File: src/rtl/scanline_scheduler.sv
// scanline_scheduler: sorts one triangle by y, then walks its scanlines,
// presenting each edge pair and row to draw_line over a start/done handshake.
module scanline_scheduler #(
  parameter int FRAC  = 5,
  parameter int Y_MAX = 479
) (
  input  logic        clk,
  input  logic        reset,
  input  logic        tri_valid,
  output logic        tri_ready,
  input  logic [15:0] v1x,
  input  logic [15:0] v1y,
  input  logic [15:0] v1z,
  input  logic [15:0] v2x,
  input  logic [15:0] v2y,
  input  logic [15:0] v2z,
  input  logic [15:0] v3x,
  input  logic [15:0] v3y,
  input  logic [15:0] v3z,
  output logic        line_start,
  input  logic        line_done,
  output logic [15:0] y_coord,
  output logic [15:0] pax,
  output logic [15:0] pay,
  output logic [15:0] paz,
  output logic [15:0] pbx,
  output logic [15:0] pby,
  output logic [15:0] pbz,
  output logic [15:0] pcx,
  output logic [15:0] pcy,
  output logic [15:0] pcz,
  output logic [15:0] pdx,
  output logic [15:0] pdy,
  output logic [15:0] pdz,
  output logic        tri_done,
  output logic        busy
);

  typedef struct packed {
    logic [15:0] x;
    logic [15:0] y;
    logic [15:0] z;
  } vtx_t;

  typedef enum logic [2:0] {
    IDLE, SORT, SETUP, ISSUE, RELEASE, NEXT, FINISH
  } state_t;

  localparam logic [15:0] YMAX = 16'(Y_MAX);

  state_t      state_q, state_d;
  vtx_t        v1_q, v1_d, v2_q, v2_d, v3_q, v3_d;
  vtx_t        p1_q, p1_d, p2_q, p2_d, p3_q, p3_d;
  vtx_t        pa_q, pa_d, pb_q, pb_d, pc_q, pc_d, pd_q, pd_d;
  logic [15:0] y_q, y_d;

  vtx_t        s1, s2, s3;
  logic [15:0] y_first, y_mid, y_top, y_last, y_load;
  logic        lower;

  // Three-element bubble network; strict compares keep equal-y input order.
  always_comb begin : sort3
    vtx_t t;
    s1 = v1_q;
    s2 = v2_q;
    s3 = v3_q;
    t  = s1;
    if (s1.y > s2.y) begin t = s1; s1 = s2; s2 = t; end
    if (s2.y > s3.y) begin t = s2; s2 = s3; s3 = t; end
    if (s1.y > s2.y) begin t = s1; s1 = s2; s2 = t; end
  end

  assign y_first = p1_q.y >> FRAC;
  assign y_mid   = p2_q.y >> FRAC;
  assign y_top   = p3_q.y >> FRAC;
  assign y_last  = (y_top > YMAX) ? YMAX : y_top;
  assign y_load  = (state_q == SETUP) ? y_first : y_q + 16'd1;
  assign lower   = y_load < y_mid;

  always_comb begin
    state_d = state_q;
    v1_d = v1_q;
    v2_d = v2_q;
    v3_d = v3_q;
    p1_d = p1_q;
    p2_d = p2_q;
    p3_d = p3_q;
    pa_d = pa_q;
    pb_d = pb_q;
    pc_d = pc_q;
    pd_d = pd_q;
    y_d  = y_q;
    unique case (state_q)
      IDLE: begin
        if (tri_valid) begin
          v1_d    = {v1x, v1y, v1z};
          v2_d    = {v2x, v2y, v2z};
          v3_d    = {v3x, v3y, v3z};
          state_d = SORT;
        end
      end
      SORT: begin
        p1_d    = s1;
        p2_d    = s2;
        p3_d    = s3;
        state_d = SETUP;
      end
      SETUP, NEXT: begin
        if (state_q == SETUP && y_first > YMAX) begin
          state_d = FINISH;
        end else begin
          y_d     = y_load;
          pa_d    = p1_q;
          pb_d    = p3_q;
          pc_d    = lower ? p1_q : p2_q;
          pd_d    = lower ? p2_q : p3_q;
          state_d = ISSUE;
        end
      end
      ISSUE: begin
        if (line_done) state_d = RELEASE;
      end
      RELEASE: begin
        if (!line_done) state_d = (y_q == y_last) ? FINISH : NEXT;
      end
      FINISH: state_d = IDLE;
      default: state_d = IDLE;
    endcase
  end

  always_ff @(posedge clk) begin
    if (reset) begin
      state_q <= IDLE;
      v1_q <= '0;
      v2_q <= '0;
      v3_q <= '0;
      p1_q <= '0;
      p2_q <= '0;
      p3_q <= '0;
      pa_q <= '0;
      pb_q <= '0;
      pc_q <= '0;
      pd_q <= '0;
      y_q  <= '0;
    end else begin
      state_q <= state_d;
      v1_q <= v1_d;
      v2_q <= v2_d;
      v3_q <= v3_d;
      p1_q <= p1_d;
      p2_q <= p2_d;
      p3_q <= p3_d;
      pa_q <= pa_d;
      pb_q <= pb_d;
      pc_q <= pc_d;
      pd_q <= pd_d;
      y_q  <= y_d;
    end
  end

  assign tri_ready  = (state_q == IDLE) & ~reset;
  assign line_start = (state_q == ISSUE);
  assign tri_done   = (state_q == FINISH);
  assign busy       = (state_q != IDLE);
  assign y_coord    = y_q;
  assign {pax, pay, paz} = pa_q;
  assign {pbx, pby, pbz} = pb_q;
  assign {pcx, pcy, pcz} = pc_q;
  assign {pdx, pdy, pdz} = pd_q;

endmodule

File: config.mk
export PLATFORM = sky130hd
export DESIGN_NAME = scanline_scheduler
export DESIGN_NICKNAME = d
export VERILOG_FILES = /design/src/rtl/scanline_scheduler.sv
export SDC_FILE = /design/constraint.sdc
export NUM_CORES = 1
export LEC_CHECK = 0
export CORE_MARGIN = 2
export CORE_UTILIZATION = 55
export CTS_BUF_LIST = sky130_fd_sc_hd__clkbuf_16
export DETAILED_ROUTE_END_ITERATION = 8
export PLACE_DENSITY = 0.77
export SYNTH_ARGS = -nofsm -noshare
export SYNTH_HDL_FRONTEND = slang
export SYNTH_SLANG_ARGS = --single-unit
File: constraint.sdc
create_clock -name clk -period 8.45 [get_ports clk]
set_clock_uncertainty 0.05 [all_clocks]
set_input_delay 2.535 -clock clk [delete_from_list [all_inputs] [get_ports clk]]
set_output_delay 2.535 -clock clk [all_outputs]
set_load 0.02 [all_outputs]
Yosys cells after proc, flatten, opt, wreduce, memory -nomap -nowiden:

Index checks and enable logic that the tools add are counted.

* add/sub/neg operators: 1
* magnitude comparators: 6
* equality and inequality tests: 10
* muxes and demuxes: 16
* bitwise operators: 3
* reductions and logical operators: 7

Operators by type and width (count)
* $mux 48: 8
* $gt 16x16->1: 3
* $gt 11x9->1 const B: 2
* $add 16x1->16 const B: 1
* $eq 16x11->1: 1
* $lt 16x11->1: 1
* $mux 16: 1
* $pmux 3 s5: 1
* $mux 3: 4
* $mux 11: 1
* $eq 3x3->1 const B: 3
* $eq 3x2->1 const B: 2
* $ne 2x2->1 const B: 2
* $reduce_and 2->1: 2
* $eq 3x1->1 const B: 1
* $logic_not 3->1: 1
* $reduce_and 3->1: 1
* $reduce_bool 3->1: 1
* $mux 2: 1
* $ne 2x1->1 const B: 1
* $not 1->1: 2
* $reduce_or 2->1: 1
* $and 1x1->1: 1
* $logic_and 1x1->1: 1

* register bits: 499
* bits of input ports: 148
* word-level logic and storage cells: 75

Depth between registers and ports, before layout:

* depth after elaboration: 6
* depth in mapped cells: 32
* mapped depth without buffers: 27

Worst setup path after synthesis:

OpenSTA, ideal clock, no wires.

* path type: in2out
* start point: input reset
* end point: output tri_ready
* arrival: 3.759 ns
* slack: 2.106 ns
* stages: 5
* buffers on the path: 4
* path through: clkbuf_1 clkbuf_1 clkbuf_1 clkbuf_1 nor2_1

* cells in the longest elaborated chain, start to end: 2

Ends and longest elaborated chain
* from (decl): line 8 `input logic reset,`
* $not 1->1: line 161 `assign tri_ready = (state_q == IDLE) & ~reset;`
* $and 1x1->1: line 161
* to (decl): line 10 `output logic tri_ready,`

No other way between the ends.

Final worst setup path:

* start point: register v2_q[28] (netlist name)
* end point: register p1_q[39] (netlist name)

* cells in the longest elaborated chain, start to end: 6
* elaborated cells on any way between the ends: 7

Ends and longest elaborated chain
* from (decl): line 52 `vtx_t v1_q, v1_d, v2_q, v2_d, v3_q, v3_d;`
* from (signal assigned): line 148 `v2_q <= v2_d;`
* $gt 16x16->1: line 68 `if (s1.y > s2.y) begin t = s1; s1 = s2; s2 = t; end`
* $mux 48: line 68
* $gt 16x16->1: line 69 `if (s2.y > s3.y) begin t = s2; s2 = s3; s3 = t; end`
* $mux 48: line 69
* $gt 16x16->1: line 70 `if (s1.y > s2.y) begin t = s1; s1 = s2; s2 = t; end`
* $mux 48 *: line 70
* to (signal assigned): line 150 `p1_q <= p1_d;`
* to (decl): line 53 `vtx_t p1_q, p1_d, p2_q, p2_d, p3_q, p3_d;`

Every way passes the cells marked *; elsewhere a longest branch is shown, timed or not.
A chain may end at the register's enable or synchronous reset.

==> flow_metrics.env <==
export IMPL_avgSynthCellArea_um2=7.61
export IMPL_drv_slew=0
export IMPL_clock_sink_count=499
export IMPL_dieArea_mm2=0.0452
export IMPL_hpwl_um=55000
export IMPL_grt_pass1_wl_um=128000
export IMPL_syn_area_mm2=0.0239
export IMPL_portBuffers=359
export IMPL_finalCritPeriodShare=0.938
export IMPL_synth_edf_count=0
export IMPL_async_flop_share=0
export IMPL_grt_overflow=0
export IMPL_cts_tree="yes"
export IMPL_min_period_ns=7.93
export IMPL_setup_ws_ns=0.524
export IMPL_power_per_cell_area_mw_per_mm2=398
export IMPL_numCtsBuffers=51
export IMPL_num_vias=24400
export IMPL_path_buf_inv=4
export IMPL_final_setup_viol_count=0
export IMPL_post_route_util=0.675
export IMPL_place_ws_ns=0.700
export IMPL_ir_drop_v=0.000563
export IMPL_ys_ff_latch=499
export IMPL_critical_path_required_ns=8.88
export IMPL_postRouteAntennaNets=0
export IMPL_worstMarginPinSlew_ns=1.22
export IMPL_cap_violations=0
export IMPL_critPathMaxFanout=32
export IMPL_clockBufferDepth=3
export IMPL_first_pass_iters=8
export IMPL_viasPerCell=6.16
export IMPL_drive_above_1_share=0.0556
export IMPL_synthTopCellsByArea="dfxtp_1, nand2_1, a21oi_1"
export IMPL_fin_nets=3558
export IMPL_netlist_area_leader_share=0.417
export IMPL_slowest_stage="nand3_2"
export IMPL_clk_pin_slew_ns=0.06
export IMPL_hp_start="pax[12]"
export IMPL_wire_per_inst_um=21.0
export IMPL_fp_row_count=76
export IMPL_seq_area_frac_synth=0.417
export IMPL_grt_max_degree=206
export IMPL_yosysTopAreaCell="dfxtp_1"
export IMPL_ios=360
export IMPL_max_stage_delay_ns=0.76
export IMPL_grt_total_usage=0.361
export IMPL_fp_dieH_um=213
export IMPL_gp_congestion=0.974
export IMPL_end_kind="register"
export IMPL_synth_cell_type_count=70
export IMPL_p_leak_nw=10.9
export IMPL_post_route_drc_count=0
export IMPL_rsz0062_at_grt="false"
export IMPL_grt_pass1_vias=23100
export IMPL_r2r_start="v2_q[28]"
export IMPL_crit_start="v2_q[28]"
export IMPL_start_util=0.557
export IMPL_worst_setup_path_start_kind="register"
export IMPL_postSynthCellCount=3143
export IMPL_max_slew_margin=0.188
export IMPL_antenna_found_initial=3
export IMPL_core_area_mm2=0.0430
export IMPL_routed_wl_um=83200
export IMPL_synth_warnings=0
export IMPL_critical_path_top_delay_family="simple AND/OR/NAND/NOR gates"
export IMPL_syn_nets=3350
export IMPL_status="finished, final reports clean"
export IMPL_area_growth_syn_to_layout_pct=21.3
export IMPL_fin_setup_tns_ns=0
export IMPL_initialDrtViolationCount=2880
export IMPL_die_w_um=213
export IMPL_root_buffer="clkbuf_16"
export IMPL_crit_type="reg2reg"
export IMPL_arrival_ns=8.36
export IMPL_synthFlopType="dfxtp_1"
export IMPL_fmax_ghz=0.126
export IMPL_cts_htree_levels=2
export IMPL_hp_class="reg2reg"
export IMPL_insertion_delay_ns=0.62
export IMPL_finalHoldViolCount=0
-- synthesized netlist by cell type, types with 5 or more instances --
cell type  count
a211o_1       12
a21o_1        28
a21oi_1      310
a2bb2oi_1      6
a31oi_1       21
and4_1         6
buf_1         12
buf_2         44
buf_4         17
buf_6         13
clkbuf_1     148
dfxtp_1      499
ha_1          59
inv_1         85
mux2_2        31
mux2i_1       56
nand2_1      697
nand2b_1      11
nand3_1       28
nand3b_1      13
nand4_1        7
nor2_1       375
nor3_1        86
nor3_2        29
o211ai_1      19
o21a_1         5
o21ai_0      139
o21ai_1       47
o221ai_1      63
o22ai_1      158
o31ai_1       35
o32ai_1        8
xnor2_1        6
xor2_1         9
-- layout make-up --
class	count	area (um2)
Clock inverter	32	240
Tap cell	585	732
Fill cell	3726	14000
Inverter	85	319
Clock buffer	52	1300
Timing Repair Buffer	389	3840
Antenna cell	1	2.50
Multi-Input combinational cell	2325	12600
Sequential cell	499	9990
-- routing by layer --
layer | part of all wire | GRT usage | vias to the layer above
met5 | 0.00014 | 0 | -
met4 | 0.030 | 0.131 | 2
met3 | 0.099 | 0.0774 | 182
met2 | 0.45 | 0.557 | 1307
met1 | 0.42 | 0.495 | 11600
li1 | - | - | 11300
-- power by group --
part / total, W / internal (W) / switching, W
logic: 0.00592 / 0.00209 / 0.00383
registers: 0.00350 / 0.00287 / 0.000634
clock network: 0.00214 / 0.00117 / 0.000961
-- flip-flops by register name (all words and copies together) (netlist names) --
signal,count
p1_q,48
p2_q,48
p3_q,48
v1_q,48
v2_q,48
v3_q,48
pax,16
pay,16
paz,16
pbx,16
pby,16
pbz,16
pcx,16
pcy,16
pcz,16
pdx,16
pdy,16
pdz,16
y_coord,16
state_q,3
-- final timing paths --
kind | cells past startpoint | end | slack, ns
setup / recovery | 28 | p1_q[39] | 0.52
hold / removal | 2 | pax[12] | 0.40
setup reg to reg | 28 | p1_q[39] | 0.52
hold reg to reg | 2 | pax[12] | 0.40
-- cells by family after synthesis --
logic type               count (synthesis)  synth area share
flip-flops                             499             0.417
AND/OR/NAND/NOR                       1288             0.228
XOR/XNOR                                15           0.00549
adder cells (fa/ha/maj)                 59            0.0309
buffers and inverters                  319            0.0591
AO/OA/AOI/OAI                          876             0.221
multiplexers                            87            0.0380
-- worst reg2reg max path: cells and delay by family, from the launching register on --
kind,cells,cell delay [ns]
buf+inv,4,0.48
compound gates,10,2.36
simple gates,10,3.03
flops,1,0.40
fa+ha+maj,3,0.95
mux,1,0.52
-- through the flow --
stage                     instances  area, um2  power [W]  hold slack [ns]
after floorplan                3143      23900    0.00739            0.399
after global placement         3883      27500    0.00912            0.388
after detailed placement       3883      27500    0.00929            0.395
after CTS                      3967      29000     0.0114            0.402
after global routing           3968      29000     0.0122            0.415
final                          3968      29000     0.0116            0.398
-- what timing repair did --
action / CTS / global route
setup buffers: 0 / 0
gates resized for setup: 0 / 1
endpoints found under the setup margin: 0 / 7
hold buffers: 0 / 0
-- layout by cell type (no fill, tap or decap), types with 5 or more instances in the layout --
cell type,Yosys,layout
nand3_1,28,28
nand4_1,7,7
dfxtp_1,499,499
nand2_1,697,694
nand3b_1,13,13
o21a_1,5,5
clkinv_1,0,11
nor2_1,375,371
o21ai_1,47,46
xor2_1,9,9
nor3_1,86,85
o31ai_1,35,35
a31oi_1,21,21
clkbuf_16,0,52
a21o_1,28,28
mux2i_1,56,56
a2bb2oi_1,6,6
o221ai_1,63,63
buf_4,17,29
o32ai_1,8,8
o211ai_1,19,19
a21oi_1,310,310
nor3_2,29,30
clkdlybuf4s50_1,0,358
and4_1,6,6
xnor2_1,6,6
nand2b_1,11,10
clkinv_2,0,6
a211o_1,12,12
inv_1,85,92
o22ai_1,158,158
mux2_2,31,31
ha_1,59,59
o21ai_0,139,139
Power figures use the tool's default switching activity.
